`config.mk`:
```
export PLATFORM = sky130hd
export DESIGN_NAME = spi_ram_ctrl
export DESIGN_NICKNAME = d
export VERILOG_FILES = /design/src/rtl/spi_ram_ctrl.sv
export SDC_FILE = /design/constraint.sdc
export NUM_CORES = 1
export LEC_CHECK = 0
export BUFFER_PORTS_ARGS = -buffer_cell sky130_fd_sc_hd__buf_2
export CORE_MARGIN = 5
export CORE_UTILIZATION = 50
export CTS_BUF_LIST = sky130_fd_sc_hd__clkbuf_8
export DETAILED_ROUTE_END_ITERATION = 10
export PLACE_DENSITY_LB_ADDON = 0.3
export SETUP_SLACK_MARGIN = 0.1
export SLEW_MARGIN = 20
export SYNTH_ARGS = -nofsm -noshare
export SYNTH_HDL_FRONTEND = slang
export SYNTH_SLANG_ARGS = --single-unit
```
`constraint.sdc`:
```
create_clock -name clk -period 5.5 [get_ports clk]
set_clock_uncertainty 0.15 [all_clocks]
set_input_delay 1.65 -clock clk [delete_from_list [all_inputs] [get_ports clk]]
set_output_delay 1.65 -clock clk [all_outputs]
set_load 0.01 [all_outputs]
```
`src/rtl/spi_ram_ctrl.sv`:
```
// rtl/spi_ram_ctrl.sv - SPI frame command sequencer driving a single-port synchronous RAM
// Optional ADDR_AUTOINC_EN: post-increment write/read addresses and keep reads armed for streaming.
module spi_ram_ctrl #(
  parameter int ADDR_W     = 8,
  parameter int RD_TIMEOUT = 16
) (
  input  logic              clk,
  input  logic              rst,
  input  logic              rx_valid,
  input  logic [9:0]        rx_data,
  output logic              tx_valid,
  output logic [7:0]        tx_data,
  output logic              mem_en,
  output logic              mem_we,
  output logic [ADDR_W-1:0] mem_addr,
  output logic [7:0]        mem_wdata,
  input  logic [7:0]        mem_rdata,
  input  logic              mem_rvalid,
  output logic              busy,
  output logic              err_seq,
  output logic              err_ovr,
  output logic              err_tmo,
  input  logic              err_clr
);

  localparam int CW = $clog2(RD_TIMEOUT + 1);
  localparam logic [CW-1:0] TMO_LAST = CW'(RD_TIMEOUT - 1);

  typedef enum logic [2:0] {S_IDLE, S_WR, S_RD_REQ, S_RD_WAIT, S_TX} state_t;

  state_t            state, state_nx;
  logic [ADDR_W-1:0] wr_addr, wr_addr_nx, rd_addr, rd_addr_nx;
  logic [7:0]        wdata_reg, wdata_nx, tx_data_nx;
  logic              rd_armed, rd_armed_nx;
  logic [CW-1:0]     cnt, cnt_nx;
  logic              seq_set, ovr_set, tmo_set;
  logic [1:0]        cmd;

  assign cmd  = rx_data[9:8];
  assign busy = (state != S_IDLE);

  always_comb begin
    state_nx    = state;
    wr_addr_nx  = wr_addr;
    rd_addr_nx  = rd_addr;
    wdata_nx    = wdata_reg;
    tx_data_nx  = tx_data;
    rd_armed_nx = rd_armed;
    cnt_nx      = cnt;
    seq_set     = 1'b0;
    ovr_set     = 1'b0;
    tmo_set     = 1'b0;
    case (state)
      S_IDLE: begin
        if (rx_valid) begin
          case (cmd)
            2'b00: wr_addr_nx = rx_data[ADDR_W-1:0];
            2'b01: begin
              wdata_nx = rx_data[7:0];
              state_nx = S_WR;
            end
            2'b10: begin
              rd_addr_nx  = rx_data[ADDR_W-1:0];
              rd_armed_nx = 1'b1;
            end
            default: begin
              if (rd_armed) state_nx = S_RD_REQ;
              else          seq_set  = 1'b1;
            end
          endcase
        end
      end
      S_WR: begin
        state_nx = S_IDLE;
`ifdef ADDR_AUTOINC_EN
        wr_addr_nx = wr_addr + 1'b1;
`endif
      end
      S_RD_REQ: begin
        cnt_nx   = '0;
        state_nx = S_RD_WAIT;
      end
      S_RD_WAIT: begin
        // rvalid is checked first so it wins over the final timeout count
        if (mem_rvalid) begin
          tx_data_nx = mem_rdata;
          state_nx   = S_TX;
        end else if (cnt == TMO_LAST) begin
          tmo_set     = 1'b1;
          rd_armed_nx = 1'b0;
          state_nx    = S_IDLE;
        end else begin
          cnt_nx = cnt + 1'b1;
        end
      end
      S_TX: begin
        state_nx = S_IDLE;
`ifdef ADDR_AUTOINC_EN
        rd_addr_nx = rd_addr + 1'b1;
`else
        rd_armed_nx = 1'b0;
`endif
      end
      default: state_nx = S_IDLE;
    endcase
    if (rx_valid && state != S_IDLE) ovr_set = 1'b1;
  end

  // Strobes are registered from the next state so they line up with WR/RD_REQ
  always_ff @(posedge clk or posedge rst) begin
    if (rst) begin
      state     <= S_IDLE;
      wr_addr   <= '0;
      rd_addr   <= '0;
      wdata_reg <= '0;
      rd_armed  <= 1'b0;
      cnt       <= '0;
      tx_valid  <= 1'b0;
      tx_data   <= '0;
      mem_en    <= 1'b0;
      mem_we    <= 1'b0;
      mem_addr  <= '0;
      mem_wdata <= '0;
      err_seq   <= 1'b0;
      err_ovr   <= 1'b0;
      err_tmo   <= 1'b0;
    end else begin
      state     <= state_nx;
      wr_addr   <= wr_addr_nx;
      rd_addr   <= rd_addr_nx;
      wdata_reg <= wdata_nx;
      rd_armed  <= rd_armed_nx;
      cnt       <= cnt_nx;
      tx_valid  <= (state_nx == S_TX);
      tx_data   <= tx_data_nx;
      mem_en    <= (state_nx == S_WR) || (state_nx == S_RD_REQ);
      mem_we    <= (state_nx == S_WR);
      mem_addr  <= (state_nx == S_WR) ? wr_addr_nx : rd_addr_nx;
      mem_wdata <= wdata_nx;
      err_seq   <= seq_set | (err_seq & ~err_clr);
      err_ovr   <= ovr_set | (err_ovr & ~err_clr);
      err_tmo   <= tmo_set | (err_tmo & ~err_clr);
    end
  end

endmodule

```
Word level (Yosys, flattened, before mapping)
Index checks and enable logic that the tools add are counted.
{ "totals": {"regBits": 55, "inputBits": 23} }
{ "op_classes": {"addsub": 1, "reduce_logical": 13, "n_bitwise": 7, "eq_ne": 14, "muxes": 29} }
{ "ops": {"columns": ["operator", "n"], "rows": [
  ["$mux W8", 7],
  ["$mux W1", 12],
  ["$mux W3", 4],
  ["$mux W5", 2],
  ["$pmux W5 S2", 1],
  ["$eq A3 B2 Y1 const B", 3],
  ["$pmux W3 S3", 1],
  ["$ne A2 B2 Y1 const B", 4],
  ["$eq A3 B3 Y1 const B", 2],
  ["$pmux W3 S2", 1],
  ["$reduce_and A3 Y1", 2],
  ["$reduce_bool A3 Y1", 2],
  ["$add A5 B1 Y5 const B", 1],
  ["$eq A5 B4 Y1 const B", 1],
  ["$reduce_and A5 Y1", 1],
  ["$and A1 B1 Y1", 3],
  ["$eq A3 B1 Y1 const B", 1],
  ["$logic_not A3 Y1", 1],
  ["$or A1 B1 Y1", 3],
  ["$pmux W1 S3", 1],
  ["$reduce_or A3 Y1", 1],
  ["$eq A2 B1 Y1 const B", 1],
  ["$eq A2 B2 Y1 const B", 1],
  ["$logic_not A2 Y1", 1],
  ["other kinds (7)", 7]
]} }

Longest topological paths before layout
{ "depth": {"depth_word": 7, "mapped_depth": 7, "mapped_depth_nobuf": 7} }

Worst setup path before layout
No wires, ideal clock.
{ "synth_timing": {"kind": "input to register", "start": "input port rx_valid", "end": "register wdata_reg[0]", "arrival_ns": 2.989, "setup_slack_ns": 2.236, "stages": 5, "setup_ns": 0.125, "cell_sequence": "or4b_1 buf_4 or3_1 buf_6 mux2_4"} }
{ "synth_via": {"elab_chain_cells": 1} }
{ "synth_rtl": {"columns": ["item", "line_no", "text"], "rows": [
  ["from (decl)", "9", "input logic rx_valid,"],
  ["$reduce_and A3 Y1 (no line)", null, null],
  ["to (signal assigned)", "131", "wdata_reg <= wdata_nx;"],
  ["to (decl)", "33", "logic [7:0] wdata_reg, wdata_nx, tx_data_nx;"]
]} }
Every way passes these cells.
A chain may end at the register's enable or synchronous reset.

Worst setup path after layout
{ "layout_timing": {"start": "input port rx_valid", "end": "register wdata_reg[1]"} }
The elaborated chain is that of the path after synthesis.

==> out/qor.txt <==
DR vias -> 1673
post-synth top area share -> 58.82%
slowest CP cell -> or3_1
drt wl/cell -> 15.03 um
post-layout min period -> 3433 ps
Worst Hold Class -> reg2reg
clk sinks -> 55
met2 wire length -> 2244 um
post-layout power -> 1355 uW
Yosys warning count -> 0
setup_tns -> 0 ps
post_cts resized -> 0
Final Max Tran Viols -> 0
ys flop type -> dfrtp_1
syn avg cell area -> 11.53 sq um
Seq/Total Area, Yosys -> 58.82%
worst slack, placed -> 1756 ps
Setup CP Type -> in2reg
RSZ-0062 raised after global routing -> false
gr usage total -> 16.29%
Mapped Cells -> 203
fin crit share -> 62.41%
slew margin rel. -> 23.56%
gp weighted congestion -> 0.8511
first-pass GRT wire length -> 7879 um
Top Metal Used -> met4
Final Non-Filler Cells -> 307
clock tree buffer depth -> 2
CP Capture Type -> register
initial antenna violation count -> 0
Synth area leader -> dfrtp_1
post-synth cell types -> 34
number of global-route vias before repair -> 1686
share of layout cells above drive strength 1 -> 34.12%
Initial Utilization -> 52.65%
Clock transition at path regs -> 90 ps
IO Port Bufs -> 53
final WL -> 4615 um
Max Cap Violations -> 0
setup bufs post-CTS -> 0
total I/O pin count -> 54
Die Area -> 6147 sq um
worst path required time -> 5540 ps
P&R area growth vs syn -> 16.20%
worst hold slack -> 337.4 ps
Fillers -> 400
CTS Hold Buffers Added -> 0
clock buffer count from CTS -> 5
CP Launch Type -> input port
Fmax -> 291.3 MHz
core area -> 4444 sq um
Antenna Nets Post-Route -> 0
setup violators final -> 0
post-route setup slack -> 2067 ps
worst-skew pair later-pin latency -> 300 ps
Leakage Power -> 0.001401 uW
routed length on met1 -> 2108 um
largest net degree at the start of global routing -> 56
CTS tree -> done
metal3 WL -> 219 um
most frequent cell after synthesis -> dfrtp_1
hold depth -> 1
Synth Cell Area -> 2340 sq um
CP arrival -> 3470 ps
Post-Place Cells -> 299
ant diodes -> 0
run status -> finished clean
syn_nets -> 228
Reg2Reg Depth -> 3
CTS Root Cell -> clkbuf_8
Post-synth top cells -> dfrtp_1 (55), nand2_1 (34), mux2_2 (16)
CP max stage delay -> 670 ps
ys async rst share -> 100.0%
worst ir drop on vdd -> 0.0002692 V
Congestion Overflow GR -> 0
fin nets -> 279
row count -> 24
1st-pass router iterations -> 4
half-perimeter wire length after placement -> 3281 um
drt drc -> 0
initial DRC count -> 58
DR vias/cell -> 5.450
pwr/cell area -> 498.5 nW/um^2
worst-path cell chain -> buf_2 > or4b_1 > or3_1 > mux2_4
final hold viol count -> 0
Die X -> 78.41 um
H-tree depth -> 2
Post-synth EDFFs -> 0
synth top area cells -> dfrtp_1 (59%), mux2_2 (7.7%), nand2_1 (5.5%), mux2_4 (5.1%), nand3_1 (2.8%)
Worst-Margin Slew -> 1144 ps
#FFs+latches synth -> 55
Critical Path Fanout Max -> 10
Die Ht -> 78.41 um
[cell families after synthesis]
logic type | count (synthesis) | share of synthesized area [%]
AO/OA/AOI/OAI | 23 | 6.846
XOR/XNOR | 2 | 0.7488
adder cells (fa/ha/maj) | 2 | 1.069
buffers and inverters | 14 | 2.728
flip-flops | 55 | 58.82
multiplexers | 24 | 12.83
AND/OR/NAND/NOR | 83 | 16.95
[worst max-delay path, delay by kind of cell]
| family | cells | cell delay [ps] |
|---|---|---|
| muxes | 1 | 390 |
| and+or+nand+nor | 2 | 1310 |
| buffers and inverters | 1 | 120 |
[power breakdown]
part | switching, uW | leakage [uW] | internal (uW)
Sequential | 96.0 | 0.000689 | 573
Clock | 122 | 0.0000453 | 87.3
Combinational | 241 | 0.000666 | 236
[metrics by stage]
step / instance area [sq um] / utilization (%)
after floorplan: 2340 / -
final: 2719 / 61.18
after global placement: 2631 / 59.21
after detailed placement: 2634 / 59.26
after CTS: 2719 / 61.18
after global routing: 2719 / 61.18
[per-layer routing]
metal  vias to the layer above  global-route usage (%)
li1                        807                       -
met1                       818                   20.22
met2                        43                   27.57
met3                         5                   3.890
met4                         0                   6.469
met5                         -                       0
[layout make-up]
cell class | count | area (sq um) | area share (%)
multi-input combinational | 134 | 905.9 | 33.32
inverter | 5 | 21.27 | 0.7823
clock inverter | 3 | 16.27 | 0.5983
sequential | 55 | 1376 | 50.62
tap | 52 | 65.06 | 2.393
clock buffer | 5 | 68.82 | 2.531
timing repair buffer | 53 | 265.3 | 9.756
[cell usage in the layout (no fill, tap or decap), types with 2 or more instances in the layout]
cell type	count
a21boi_0	3
and3_1	5
buf_2	53
clkbuf_8	5
dfrtp_1	55
ha_1	2
inv_1	5
mux2_2	16
mux2_4	8
nand2_1	34
nand2b_1	3
nand3_1	13
nor2_1	9
nor3_1	9
o21ai_0	5
o22ai_1	3
o31ai_1	5
o41ai_1	2
or3_1	2
xor2_1	2
[worst paths after layout]
| check | startpoint | endpoint | slack [ps] |
|---|---|---|---|
| max | rx_valid | wdata_reg[1] | 2070 |
| min reg2reg | err_tmo | err_tmo | 340 |
| min in group asynchronous | rst | wdata_reg[4] | 1300 |
| min | err_tmo | err_tmo | 340 |
| max in group asynchronous | rst | wr_addr[3] | 3470 |
| max reg2reg | state[0] | wdata_reg[1] | 2950 |
No activity file was read; power rests on OpenSTA's default activity.
